==> src/rtl/hcsr04_pkg.sv <==
// hcsr04_pkg: state codes and default constants for the HC-SR04 sequencer.
// Revision 1.0
`default_nettype none

package hcsr04_pkg;

   localparam int ESTADO_W = 4;

   localparam logic [ESTADO_W-1:0] S_INICIAL          = 4'd0;
   localparam logic [ESTADO_W-1:0] S_ARBITRA          = 4'd1;
   localparam logic [ESTADO_W-1:0] S_PREPARACAO       = 4'd2;
   localparam logic [ESTADO_W-1:0] S_ENVIA_TRIGGER    = 4'd3;
   localparam logic [ESTADO_W-1:0] S_ESPERA_ECO       = 4'd4;
   localparam logic [ESTADO_W-1:0] S_ARMAZENA         = 4'd5;
   localparam logic [ESTADO_W-1:0] S_FINAL_OK         = 4'd6;
   localparam logic [ESTADO_W-1:0] S_TENTATIVA        = 4'd7;
   localparam logic [ESTADO_W-1:0] S_FINAL_ERRO       = 4'd8;
   localparam logic [ESTADO_W-1:0] S_LIBERA           = 4'd9;
   localparam logic [ESTADO_W-1:0] S_ESPERA_INTERVALO = 4'd10;

   localparam int INTERVALO_DEF = 3_000_000;
   localparam int MAX_TENT_DEF  = 3;

endpackage

`default_nettype wire

==> src/rtl/arbitro_rr.sv <==
// arbitro_rr: one-hot round-robin pick with a pointer updated on a strobe.
// Revision 1.0
`default_nettype none

module arbitro_rr #(
   parameter int NREQ = 2
) (
   input  logic            clock,
   input  logic            reset,
   input  logic [NREQ-1:0] req,
   input  logic [NREQ-1:0] grant,
   input  logic            atualiza,
   output logic [NREQ-1:0] escolha
);

   localparam int PW = (NREQ > 1) ? $clog2(NREQ) : 1;

   logic [PW-1:0] ptr;
   logic [PW-1:0] idx;
   logic [PW-1:0] j;
   logic          achou;

   // Search starts just above the last served requester, wrapping around.
   always_comb begin
      escolha = '0;
      achou   = 1'b0;
      j       = '0;
      for (int k = 1; k <= NREQ; k++) begin
         j = PW'((int'(ptr) + k) % NREQ);
         if (!achou && req[j]) begin
            escolha[j] = 1'b1;
            achou      = 1'b1;
         end
      end
   end

   always_comb begin
      idx = '0;
      for (int i = 0; i < NREQ; i++) begin
         if (grant[i]) idx = PW'(i);
      end
   end

   always_ff @(posedge clock or negedge reset) begin
      if (!reset) begin
         ptr <= PW'(NREQ - 1);
      end else if (atualiza) begin
         ptr <= idx;
      end
   end

endmodule

`default_nettype wire

==> src/rtl/hcsr04_sequenciador_uc.sv <==
// hcsr04_sequenciador_uc: shares one HC-SR04 datapath among NREQ requesters with retries.
// Optional inter-trigger cooldown via HCSR04_COOLDOWN_EN. Revision 1.0
`default_nettype none

module hcsr04_sequenciador_uc
   import hcsr04_pkg::*;
#(
   parameter int NREQ      = 2,
   parameter int MAX_TENT  = MAX_TENT_DEF,
   parameter int INTERVALO = INTERVALO_DEF
) (
   input  logic                clock,
   input  logic                reset,
   input  logic [NREQ-1:0]     medir_req,
   output logic [NREQ-1:0]     grant,
   output logic                pronto,
   output logic                erro,
   output logic                fd_zera,
   output logic                fd_gera,
   output logic                fd_zera_timeout,
   output logic                fd_conta_timeout,
   output logic                fd_registra,
   input  logic                fd_fim_medida,
   input  logic                fd_timeout,
   output logic [ESTADO_W-1:0] db_estado
);

   if (NREQ < 2 || NREQ > 4 || MAX_TENT < 1 || MAX_TENT > 7 || INTERVALO < 1) begin : g_param_check
      $error("hcsr04_sequenciador_uc: parameter out of range");
   end

   logic [ESTADO_W-1:0] estado;
   logic [ESTADO_W-1:0] prox;
   logic [2:0]          tent;
   logic [2:0]          tent_inc;
   logic                ultima_tent;
   logic [NREQ-1:0]     escolha;
   logic                atualiza_ptr;

   assign tent_inc     = tent + 3'd1;
   assign ultima_tent  = (tent_inc == 3'(MAX_TENT));
   assign atualiza_ptr = (estado == S_FINAL_OK) || (estado == S_FINAL_ERRO);

   arbitro_rr #(
      .NREQ(NREQ)
   ) u_arbitro (
      .clock   (clock),
      .reset   (reset),
      .req     (medir_req),
      .grant   (grant),
      .atualiza(atualiza_ptr),
      .escolha (escolha)
   );

`ifdef HCSR04_COOLDOWN_EN
   localparam int CW = $clog2(INTERVALO + 1);
   localparam logic [CW-1:0] CD_LIM = CW'(INTERVALO - 1);

   logic [CW-1:0] cd;
   logic          cd_fim;

   assign cd_fim = (cd == CD_LIM);

   // Free-runs from each trigger and saturates at the limit.
   always_ff @(posedge clock or negedge reset) begin
      if (!reset) begin
         cd <= '0;
      end else if (estado == S_ENVIA_TRIGGER) begin
         cd <= '0;
      end else if (!cd_fim) begin
         cd <= cd + 1'b1;
      end
   end
`endif

   always_ff @(posedge clock or negedge reset) begin
      if (!reset) begin
         estado <= S_INICIAL;
      end else begin
         estado <= prox;
      end
   end

   always_comb begin
      prox = estado;
      case (estado)
         S_INICIAL:       prox = S_ARBITRA;
         S_ARBITRA:       prox = (|medir_req) ? S_PREPARACAO : S_ARBITRA;
         S_PREPARACAO:    prox = S_ENVIA_TRIGGER;
         S_ENVIA_TRIGGER: prox = S_ESPERA_ECO;
         S_ESPERA_ECO: begin
            if (fd_fim_medida)   prox = S_ARMAZENA;
            else if (fd_timeout) prox = S_TENTATIVA;
         end
         S_ARMAZENA:      prox = S_FINAL_OK;
         S_FINAL_OK:      prox = S_LIBERA;
`ifdef HCSR04_COOLDOWN_EN
         S_TENTATIVA:     prox = ultima_tent ? S_FINAL_ERRO : S_ESPERA_INTERVALO;
         S_FINAL_ERRO:    prox = S_LIBERA;
         S_LIBERA:        prox = S_ESPERA_INTERVALO;
         // A non-zero attempt count means we came from a retry, not from libera.
         S_ESPERA_INTERVALO: begin
            if (cd_fim) prox = (tent != 3'd0) ? S_PREPARACAO : S_INICIAL;
         end
`else
         S_TENTATIVA:     prox = ultima_tent ? S_FINAL_ERRO : S_PREPARACAO;
         S_FINAL_ERRO:    prox = S_LIBERA;
         S_LIBERA:        prox = S_INICIAL;
`endif
         default:         prox = S_INICIAL;
      endcase
   end

   always_comb begin
      pronto           = 1'b0;
      erro             = 1'b0;
      fd_zera          = 1'b0;
      fd_gera          = 1'b0;
      fd_zera_timeout  = 1'b0;
      fd_conta_timeout = 1'b0;
      fd_registra      = 1'b0;
      case (estado)
         S_PREPARACAO: begin
            fd_zera         = 1'b1;
            fd_zera_timeout = 1'b1;
         end
         S_ENVIA_TRIGGER: fd_gera          = 1'b1;
         S_ESPERA_ECO:    fd_conta_timeout = 1'b1;
         S_ARMAZENA:      fd_registra      = 1'b1;
         S_FINAL_OK:      pronto           = 1'b1;
         S_FINAL_ERRO:    erro             = 1'b1;
         default: ;
      endcase
   end

   assign db_estado = estado;

   // grant is held through libera and dropped on the way back to inicial.
   always_ff @(posedge clock or negedge reset) begin
      if (!reset) begin
         grant <= '0;
         tent  <= 3'd0;
      end else begin
         case (estado)
            S_ARBITRA: begin
               if (|medir_req) grant <= escolha;
            end
            S_TENTATIVA: tent <= tent_inc;
            S_LIBERA: begin
               grant <= '0;
               tent  <= 3'd0;
            end
            default: ;
         endcase
      end
   end

endmodule

`default_nettype wire

==> config.mk <==
export PLATFORM = sky130hd
export DESIGN_NAME = hcsr04_sequenciador_uc
export DESIGN_NICKNAME = d
export VERILOG_FILES = /design/src/rtl/hcsr04_pkg.sv /design/src/rtl/arbitro_rr.sv /design/src/rtl/hcsr04_sequenciador_uc.sv
export SDC_FILE = /design/constraint.sdc
export NUM_CORES = 1
export LEC_CHECK = 0
export CAP_MARGIN = 20
export CORE_ASPECT_RATIO = 0.9
export CORE_UTILIZATION = 39
export CTS_BUF_LIST = sky130_fd_sc_hd__clkbuf_2 sky130_fd_sc_hd__clkbuf_4 sky130_fd_sc_hd__clkbuf_8
export DETAILED_ROUTE_END_ITERATION = 8
export PLACE_DENSITY = 0.72
export SLEW_MARGIN = 10
export SYNTH_ARGS = -nofsm -noshare
export SYNTH_HDL_FRONTEND = slang
export SYNTH_HIERARCHICAL = 1
export SYNTH_SLANG_ARGS = --single-unit
export TNS_END_PERCENT = 20
==> constraint.sdc <==
create_clock -name clock -period 4.3 [get_ports clock]
set_clock_uncertainty 0.2 [all_clocks]
set_input_delay 1.29 -clock clock [delete_from_list [all_inputs] [get_ports clock]]
set_output_delay 1.29 -clock clock [all_outputs]
set_load 0.1 [all_outputs]
## Word-level counts from Yosys, hierarchy flattened

Index checks and enable logic that the tools add are counted.

- Input bits: 6
- Memory bits (writable): 0
- Memories kept: 0
- Bits in read-only memories: 0
- Logic and storage cells: 61
- Output and inout port bits: 13
- Flip-flop bits (word level): 10
- Latch bits: 0

- Add/sub/neg operators: 3
- Multiply operators: 0
- Bitwise operators: 1
- Div/mod/pow operators: 0
- $lt $le $gt $ge: 4
- Equal/unequal tests: 12
- Mux-type cells: 26
- Reduce and logical (&&, ||, !) cells: 11
- Shift operators: 0

Operators with widths:

| kind | number |
|---|---|
| $pmux W4 S8 | 1 |
| $eq A4 B3 Y1 const B | 4 |
| $mux W1 | 14 |
| $mux W4 | 3 |
| $eq A4 B2 Y1 const B | 2 |
| $eq A4 B4 Y1 const B | 2 |
| $mux W2 | 4 |
| $pmux W3 S2 | 1 |
| $eq A4 B1 Y1 const B | 1 |
| $logic_not A4 Y1 | 1 |
| $lt A1 B2 Y1 const B | 2 |
| $pmux W2 S2 | 1 |
| $reduce_bool A2 Y1 | 2 |
| $reduce_or A2 Y1 | 2 |
| $add A3 B1 Y3 const B | 1 |
| $eq A3 B2 Y1 const B | 1 |
| $logic_and A1 B1 Y1 | 3 |
| $ne A3 B3 Y1 const B | 1 |
| $add A1 B1 Y1 const B | 2 |
| $demux W1 S1 | 2 |
| $ge A1 B1 Y1 const B | 2 |
| $ne A2 B2 Y1 const B | 1 |
| $or A2 B2 Y2 | 1 |
| $reduce_and A2 Y1 | 1 |
| 2 further kinds | 2 |

## Longest topological paths before layout

Gate-level depths: netlist of run 1.

- Depth after elaboration: 10
- Mapped depth: 6
- Gate-level depth less buffers: 5

## Cells and area by module

Netlist of run 1, hierarchy kept.

Modules (own cells, without submodules):

| module | instances | area an instance (µm²) | sequential area each (µm²) | cells an instance |
|---|---|---|---|---|
| hcsr04_sequenciador_uc | 1 | 613.1 | 225.2 | 72 |
| arbitro_rr | 1 | 61.3 | 26.3 | 6 |

## Least setup slack after synthesis of run 1

OpenSTA, ideal clock, no wires.

- Path kind: register to output
- From: register estado[3], in the netlist db_estado[3]
- To: output port erro
- Cell stages (with the launch flop): 3
- Arrival: 4.414 ns
- Setup slack: -1.604 ns
- Data required time: 2.810 ns
- Buffers on the path: 1
- Cells stage by stage: dfrtp_1 buf_2 nor4b_1

- Cells in the longest elaborated chain, start to end: 2

Ends and longest elaborated chain:

| item | RTL line | source |
|---|---|---|
| start, declared | hcsr04_sequenciador_uc.sv:32 | `logic [ESTADO_W-1:0] estado;` |
| start signal, assigned | hcsr04_sequenciador_uc.sv:80 | `estado <= prox;` |
| $eq A4 B4 Y1 | hcsr04_sequenciador_uc.sv:122 | `case (estado)` |
| $mux W1 | hcsr04_sequenciador_uc.sv:122 |  |
| end, declared | hcsr04_sequenciador_uc.sv:17 | `output logic erro,` |

No other way between the ends.

## Worst setup path after layout of run 1

- From: register grant[1]
- To: output port grant[1]

RTL lines:

| item | RTL line | source |
|---|---|---|
| start, declared | hcsr04_sequenciador_uc.sv:15 | `output logic [NREQ-1:0] grant,` |
| start signal, assigned | hcsr04_sequenciador_uc.sv:146 | `if (\|medir_req) grant <= escolha;` |

No word-level cell between the ends.

==> metrics.md, run 1 <==
| Metric | Value |
|---|---|
| Final GP Congestion | 0.8097 |
| Setup bufs post-CTS | 0 |
| CTS buffer count | 3 |
| HP Class | flip-flop to flip-flop |
| Post-Place Cells | 112 |
| Fin. max-slew vios | 0 |
| Crit. End Element | primary output |
| Post-cts gate resize count | 0 |
| CP Capture Point | grant[1] |
| Via density | 5.095 |
| Starting DRT DRC Count | 12 |
| CP peak stage delay | 1150 ps |
| Die ar. | 1900 µm² |
| Htree depth | 1 |
| Die Span X | 45.84 µm |
| RR Startpoint | db_estado[0] |
| Diode count | 0 |
| Least-Margin Pin Slew | 960.1 ps |
| Non-Filler Instances | 116 |
| Core Region | 1529 µm² |
| Post-synthesis cell type count | 33 |
| Final WL | 1400 µm |
| Post-synthesis sequential area ratio | 0.3729 |
| Net Count, Synth | 86 |
| Initial Util | 0.4411 |
| Post-Synthesis Cells | 78 |
| Fillers | 150 |
| Cts hold-fix bufs | 0 |
| Hold Vio Cnt, Final | 0 |
| Critical path class | flip-flop to primary output |
| Outcome | complete, no violations |
| Startpoint types | flip-flop |
| Initial antenna violation count | 0 |
| Hpwl dp | 1010 µm |
| Top_reg_cell synth | dfrtp_1 |
| Area growth, synth to finish | 28.39% |
| Min Clock Period, post-route | 3288 ps |
| First-pass GRT wire length | 2249 µm |
| I/O pins | 19 |
| Register-to-Register Path Depth | 4 |
| Share of cells above drive strength 1 | 0.2872 |
| Period utilization | 0.7645 |
| Placement-stage cell area | 829.5 µm² |
| CP delay by family, top | buffers and inverters |
| Worst-skew pair later-pin latency | 270 ps |
| Endpoints failing setup | 0 |
| RR Endpoint | grant[1] |
| Vias | 591 |
| Mapped Area | 674.4 µm² |
| CP Launch Point | grant[1] |
| Row Count | 13 |
| Max Cap Violations | 0 |
| Nets | 103 |
| ANT nets after route | 0 |
| EDFF count, synth | 0 |
| Asr flop ratio synth | 1.000 |
| CP required | 2810 ps |
| GRT Util Overall | 0.1667 |
| CTS sink count | 10 |
| TritonCTS clock tree | done |
| Buf+Inv Stages, Crit Path | 1 |
| Gr ovfl total | 0 |
| # DRC | 0 |
| Unrepaired setup endpoints after global routing | false |
| Clock transition at the registers of the reported paths | 70 ps |
| Root Driver | clkbuf_4 |
| Vias in the first global route | 477 |
| Design area | 865.8 µm² |
| WHS | 299.4 ps |
| Clk buf depth | 2 |
| CP Max Fanout | 4 |
| Yosys warning total | 6 |
| IO buf count | 18 |
| Crit path depth | 1 |
| Final core occ | 0.5663 |
| Die Span Y | 41.45 µm |
| Avg Inst Size Synth | 8.646 µm² |
| Crit-path cells | clkdlybuf4s50_1 |
| Slew margin rel. | 0.3579 |
| Pin count of the biggest net entering global routing | 19 |
| Flop2flop setup slack | 2520 ps |
| Wire per inst | 12.07 µm |
| Fmax | 0.3042 GHz |
| Slowest cell on the critical path | clkdlybuf4s50_1 |
| Pre-Repair DR Iteration Count | 4 |
| Arrival @ worst endpoint | 1800 ps |
| Yosys reg bits | 10 |
## flip-flops by register name (all words and copies together) (netlist names)
signal         count
db_estado          4
tent               3
grant              2
u_arbitro/ptr      1
## cell families after synthesis
group	Yosys count	share of synthesized area
AND/OR/NAND/NOR	34	0.2746
adder cells (fa/ha/maj)	2	0.03710
XOR/XNOR	1	0.01299
AO/OA/AOI/OAI	22	0.2245
flip-flops	10	0.3729
buffers and inverters	9	0.07791
## per-layer routing
metal	up-vias	track usage	share of wire	routed length, µm
met3	2	0.08261	0.066	92
met4	0	0.03529	0.0050	7
li1	308	-	-	-
met5	-	0	0	0
met2	15	0.2171	0.44	618
met1	266	0.2459	0.49	681
## cell type report
class | count | area [µm²] | share of cell area
inverter | 3 | 11.26 | 0.01301
multi-input combinational | 59 | 386.6 | 0.4465
timing repair buffer | 18 | 152.6 | 0.1763
sequential | 10 | 251.5 | 0.2905
clock buffer | 4 | 36.28 | 0.04191
tap | 22 | 27.53 | 0.03179
## Yosys cell counts (2+ instances only)
| cell type | n | share of area |
|---|---|---|
| dfrtp_1 | 9 | 0.33 |
| nand2_1 | 7 | 0.039 |
| nor2_1 | 7 | 0.039 |
| a21oi_1 | 6 | 0.045 |
| nor3_1 | 5 | 0.037 |
| buf_2 | 3 | 0.022 |
| nand2b_1 | 3 | 0.028 |
| o21ai_0 | 3 | 0.022 |
| o21ai_2 | 3 | 0.039 |
| a21boi_1 | 2 | 0.022 |
| a22oi_1 | 2 | 0.022 |
| buf_4 | 2 | 0.022 |
| ha_1 | 2 | 0.037 |
| inv_1 | 2 | 0.011 |
| nand3b_1 | 2 | 0.022 |
| nor4_1 | 2 | 0.019 |
| or2b_1 | 2 | 0.022 |
## worst min path at each step
| stage | start | to | slack (ps) | cells after the start |
|---|---|---|---|---|
| final | u_arbitro/ptr | u_arbitro/ptr | 300 | 2 |
| after global routing | u_arbitro/ptr | u_arbitro/ptr | 330 | 2 |
| after CTS | u_arbitro/ptr | u_arbitro/ptr | 300 | 2 |
| after detailed placement | u_arbitro/ptr | u_arbitro/ptr | 290 | 2 |
| after global placement | grant[0] | grant[0] | 280 | 2 |
| after floorplan | u_arbitro/ptr | u_arbitro/ptr | 270 | 2 |
## per-stage QoR
step / TNS (ps) / worst slack, ps
6_report: 0 / 1012
5_1_grt: 0 / 967.5
4_1_cts: 0 / 1000
3_5_place_dp: 0 / 1300
3_3_place_gp: 0 / 1313
2_1_floorplan: -1454 / -600.6
## cell usage in the layout, fill, tap and decap left out, types with 2 or more instances in the layout
cell type,count
nand2_1,7
nand2b_1,3
ha_1,2
nor3_1,4
dfrtp_1,9
or2b_1,2
nor2_1,7
a22oi_1,2
a21oi_1,6
nand3b_1,2
clkbuf_4,3
o21ai_0,3
buf_4,11
inv_1,2
nor4_1,2
a21boi_1,2
clkdlybuf4s50_1,7
o21ai_2,3
Power of run 1 is not shown: default switching activity piles up to over one toggle a cycle in this logic, so the estimate is an artifact.
==> run 2: changes to the inputs <==
==> constraint.sdc (replaced) <==
create_clock -name clock -period 3.05 [get_ports clock]
set_clock_uncertainty 0.2 [all_clocks]
set_input_delay 0.915 -clock clock [delete_from_list [all_inputs] [get_ports clock]]
set_output_delay 0.915 -clock clock [all_outputs]
set_load 0.1 [all_outputs]
==> metrics.md, run 2 (synthesis gave the netlist of run 1 again) <==
| Metric | Value |
|---|---|
| Most frequent cells in the layout | nand2_1 (7), buf_12 (7), nor2_1 (6), a21oi_1 (6), buf_4 (6) |
| # DRC | 0 |
| Vias in the first global route | 576 |
| Fin. max-slew vios | 0 |
| Hpwl dp | 1123 µm |
| TritonCTS clock tree | done |
| Post-cts gate resize count | 0 |
| Worst-skew pair later-pin latency | 270 ps |
| Design area | 1017 µm² |
| RR Startpoint | db_estado[3] |
| CTS buffer count | 3 |
| Core Region | 1529 µm² |
| Die ar. | 1900 µm² |
| Hold worst-path end | u_arbitro/ptr |
| Unrepaired setup endpoints after global routing | false |
| Outcome | complete, no violations |
| Row Count | 13 |
| GRT Util Overall | 0.1820 |
| Hold_sp | u_arbitro/ptr |
| Initial Util | 0.4411 |
| Die Span Y | 41.45 µm |
| Pre-Repair DR Iteration Count | 4 |
| Die Span X | 45.84 µm |
| Vias | 610 |
| Starting DRT DRC Count | 6 |
| Slew margin rel. | 0.6902 |
| Crit. End Element | primary output |
| Final GP Congestion | 0.7310 |
| Critical path class | flip-flop to primary output |
| Min Clock Period, post-route | 2773 ps |
| IO buf count | 18 |
| Endpoints failing setup | 0 |
| RR Endpoint | db_estado[1] |
| Placement-stage cell area | 980.9 µm² |
| Gr ovfl total | 0 |
| Period utilization | 0.9093 |
| Setup bufs post-CTS | 0 |
| Clk buf depth | 2 |
| I/O pins | 19 |
| Max reg flops | 4 |
| Diode count | 0 |
| Via density | 5.259 |
| Share of cells above drive strength 1 | 0.3936 |
| Startpoint types | flip-flop |
| Area growth, synth to finish | 50.84% |
| Register-to-Register Path Depth | 4 |
| Htree depth | 1 |
| Nets | 103 |
| Clock transition at the registers of the reported paths | 70 ps |
| CP Max Fanout | 15 |
| Initial antenna violation count | 0 |
| Arrival @ worst endpoint | 1660 ps |
| ANT nets after route | 0 |
| Fmax | 0.3606 GHz |
| First-pass GRT wire length | 2525 µm |
| Least-Margin Pin Slew | 463.3 ps |
| Fillers | 134 |
| CTS sink count | 10 |
| CP required | 1930 ps |
| Wire per inst | 12.78 µm |
| Max Cap Violations | 0 |
| Root Driver | clkbuf_4 |
| HP Class | flip-flop to flip-flop |
| Cts hold-fix bufs | 0 |
| Pin count of the biggest net entering global routing | 19 |
| Hold Path Depth | 2 |
| Final WL | 1482 µm |
| Flop2flop setup slack | 1300 ps |
| WHS | 298.5 ps |
| Hold Vio Cnt, Final | 0 |
run 2: worst max-delay path, cell delays in order, from the launching register on:
cell and delay (ps):
dfrtp_4 570, or2b_1 360, nor3b_4 260, buf_12 200
run 2: final cells by class:
cell class	count	area, µm²	share of cell area
multi-input cells	59	440.4	0.4330
clock buffers	4	36.28	0.03567
well taps	22	27.53	0.02706
repair buffers	18	235.2	0.2312
flip-flops and latches	10	266.5	0.2620
inverters	3	11.26	0.01107
run 2: through the flow:
stage          setup TNS [ps]  std cells    util  worst slack [ps]
2_1_floorplan          -118.8         78       -            -65.97
3_3_place_gp                0        112  0.6416             579.3
3_5_place_dp                0        112  0.6416             566.5
4_1_cts                     0        116  0.6653             267.5
5_1_grt                     0        116  0.6653             214.3
6_report                    0        116  0.6653             276.7
run 2: worst max path at each step:
stage / from / depth (start not counted) / to
finish: db_estado[3] / 3 / pronto
global route: db_estado[3] / 3 / pronto
CTS: db_estado[3] / 3 / pronto
detailed placement: db_estado[3] / 3 / pronto
global placement: db_estado[3] / 3 / pronto
floorplan: db_estado[0] / 4 / fd_zera_timeout
run 2: metal layers:
layer / wire length, µm / global-route usage / up-vias / share of wire
met1: 684 / 0.2369 / 286 / 0.46
met4: 27 / 0.07059 / 0 / 0.018
li1: - / - / 306 / -
met2: 711 / 0.2800 / 13 / 0.48
met5: 0 / 0 / - / 0
met3: 58 / 0.05217 / 5 / 0.039
Power of run 2 is left out for the same reason.
==> run 3: changes to the inputs <==
--- a/config.mk
+++ b/config.mk
@@ -10,7 +10,8 @@
 export CORE_UTILIZATION = 39
 export CTS_BUF_LIST = sky130_fd_sc_hd__clkbuf_2 sky130_fd_sc_hd__clkbuf_4 sky130_fd_sc_hd__clkbuf_8
 export DETAILED_ROUTE_END_ITERATION = 8
-export PLACE_DENSITY = 0.72
+export PLACE_DENSITY = 0.75
+export RECOVER_POWER = 50
 export SLEW_MARGIN = 10
 export SYNTH_ARGS = -nofsm -noshare
 export SYNTH_HDL_FRONTEND = slang
==> constraint.sdc (replaced) <==
create_clock -name clock -period 2.4 [get_ports clock]
set_clock_uncertainty 0.2 [all_clocks]
set_input_delay 0.72 -clock clock [delete_from_list [all_inputs] [get_ports clock]]
set_output_delay 0.72 -clock clock [all_outputs]
set_load 0.1 [all_outputs]
==> metrics.md, run 3 (synthesis gave the netlist of run 1 again) <==
| Metric | Value |
|---|---|
| Outcome | complete, no violations |
| Gr ovfl total | 0 |
| Core Region | 1529 µm² |
| Final WL | 1862 µm |
| HP Class | flip-flop to flip-flop |
| Root Driver | clkbuf_4 |
| CP required | 1480 ps |
| Commonest non-fill, non-tap cell in the layout | buf_12 |
| Min Clock Period, post-route | 2400 ps |
| Via density | 5.373 |
| Die ar. | 1900 µm² |
| I/O pins | 19 |
| Pin count of the biggest net entering global routing | 19 |
| ANT nets after route | 0 |
| Final worst slack | 0.1846 ps |
| Fillers | 103 |
| Final GP Congestion | 0.7896 |
| Nets | 113 |
| Clock transition at the registers of the reported paths | 70 ps |
| Clk buf depth | 2 |
| Fmax | 0.4167 GHz |
| Hold_sp | u_arbitro/ptr |
| Startpoint types | flip-flop |
| WHS | 303.0 ps |
| Diode count | 0 |
| Hold worst-path end | u_arbitro/ptr |
| RR Startpoint | db_estado[2] |
| Register-to-Register Path Depth | 7 |
| Row Count | 13 |
| Flop2flop setup slack | 560 ps |
| Htree depth | 1 |
| Critical path class | flip-flop to primary output |
| Hold Vio Cnt, Final | 0 |
| Share of cells above drive strength 1 | 0.4615 |
| Hpwl dp | 1210 µm |
| TritonCTS clock tree | done |
| Worst-skew pair later-pin latency | 280 ps |
| Starting DRT DRC Count | 25 |
| Die Span Y | 41.45 µm |
| Hold Path Depth | 2 |
| Dpl ws | 230.2 ps |
| Slew margin rel. | 0.6953 |
| Pre-Repair DR Iteration Count | 4 |
| Unrepaired setup endpoints after global routing | true |
| Crit. End Element | primary output |
| Initial antenna violation count | 0 |
| CP Max Fanout | 5 |
| # DRC | 0 |
| Die Span X | 45.84 µm |
| Arrival @ worst endpoint | 1480 ps |
| Fin. max-slew vios | 0 |
| Wire per inst | 14.78 µm |
| CTS buffer count | 3 |
| Max Cap Violations | 0 |
| Vias in the first global route | 644 |
| Vias | 677 |
| CTS sink count | 10 |
| IO buf count | 18 |
| Area growth, synth to finish | 76.25% |
| First-pass GRT wire length | 2801 µm |
| Most frequent cells in the layout | buf_12 (14), nand2_1 (7), buf_4 (7) |
| Cts hold-fix bufs | 0 |
| Max reg flops | 4 |
| Least-Margin Pin Slew | 455.6 ps |
| GRT Util Overall | 0.2051 |
| Initial Util | 0.4411 |
| RR Endpoint | u_arbitro/ptr |
| Period utilization | 0.9999 |
| Endpoints failing setup | 0 |
run 3: cell count changes in the layout (fill, tap and decap cells not counted), sizes merged:
cell  previous run  this run
buf             13        23
run 3: through the flow:
stage               std cells  setup TNS, ps  instance area [µm²]    util
floorplan                  78          -2608                785.8       -
detailed placement        114              0                 1071  0.7005
global route              126         -146.5                 1189  0.7774
global placement          114              0                 1071  0.7005
finish                    126              0                 1189  0.7774
CTS                       118              0                 1109  0.7250
run 3: final cells by class:
class                           count  area [µm²]  area share
Inverter                            3       11.26    0.009474
Clock buffer                        4       30.03     0.02526
Timing Repair Buffer               28       409.1      0.3442
Multi-Input combinational cell     59       444.2      0.3737
Sequential cell                    10       266.5      0.2242
Tap cell                           22       27.53     0.02316
run 3: how the worst max path moves through the flow:
stage	startpoint	end	slack, ps
after global placement	db_estado[3]	pronto	260
after floorplan	db_estado[0]	fd_zera_timeout	-520
after detailed placement	db_estado[3]	pronto	230
final	db_estado[3]	pronto	0.2
after CTS	db_estado[3]	pronto	0.6
after global routing	db_estado[2]	erro	-40
run 3: timing repair:
item                                    in CTS  in global routing
hold endpoints to repair                     0                  0
resized for setup                            2                  2
buffers inserted                             0                  8
pin swaps                                    1                  3
endpoints found under the setup margin       2                  5
run 3: routing by layer:
metal,vias to the layer above,part of all wire,track usage
met5,-,0,0
met4,0,0.023,0.03529
met3,7,0.043,0.07826
met2,20,0.51,0.3371
met1,322,0.43,0.2548
li1,328,-,-
run 3: critical path, stage by stage (launching register included):
cell     delay, ps
dfrtp_4        490
or2b_4         300
nor3b_4        210
buf_12         200
Power of run 3 is left out for the same reason.
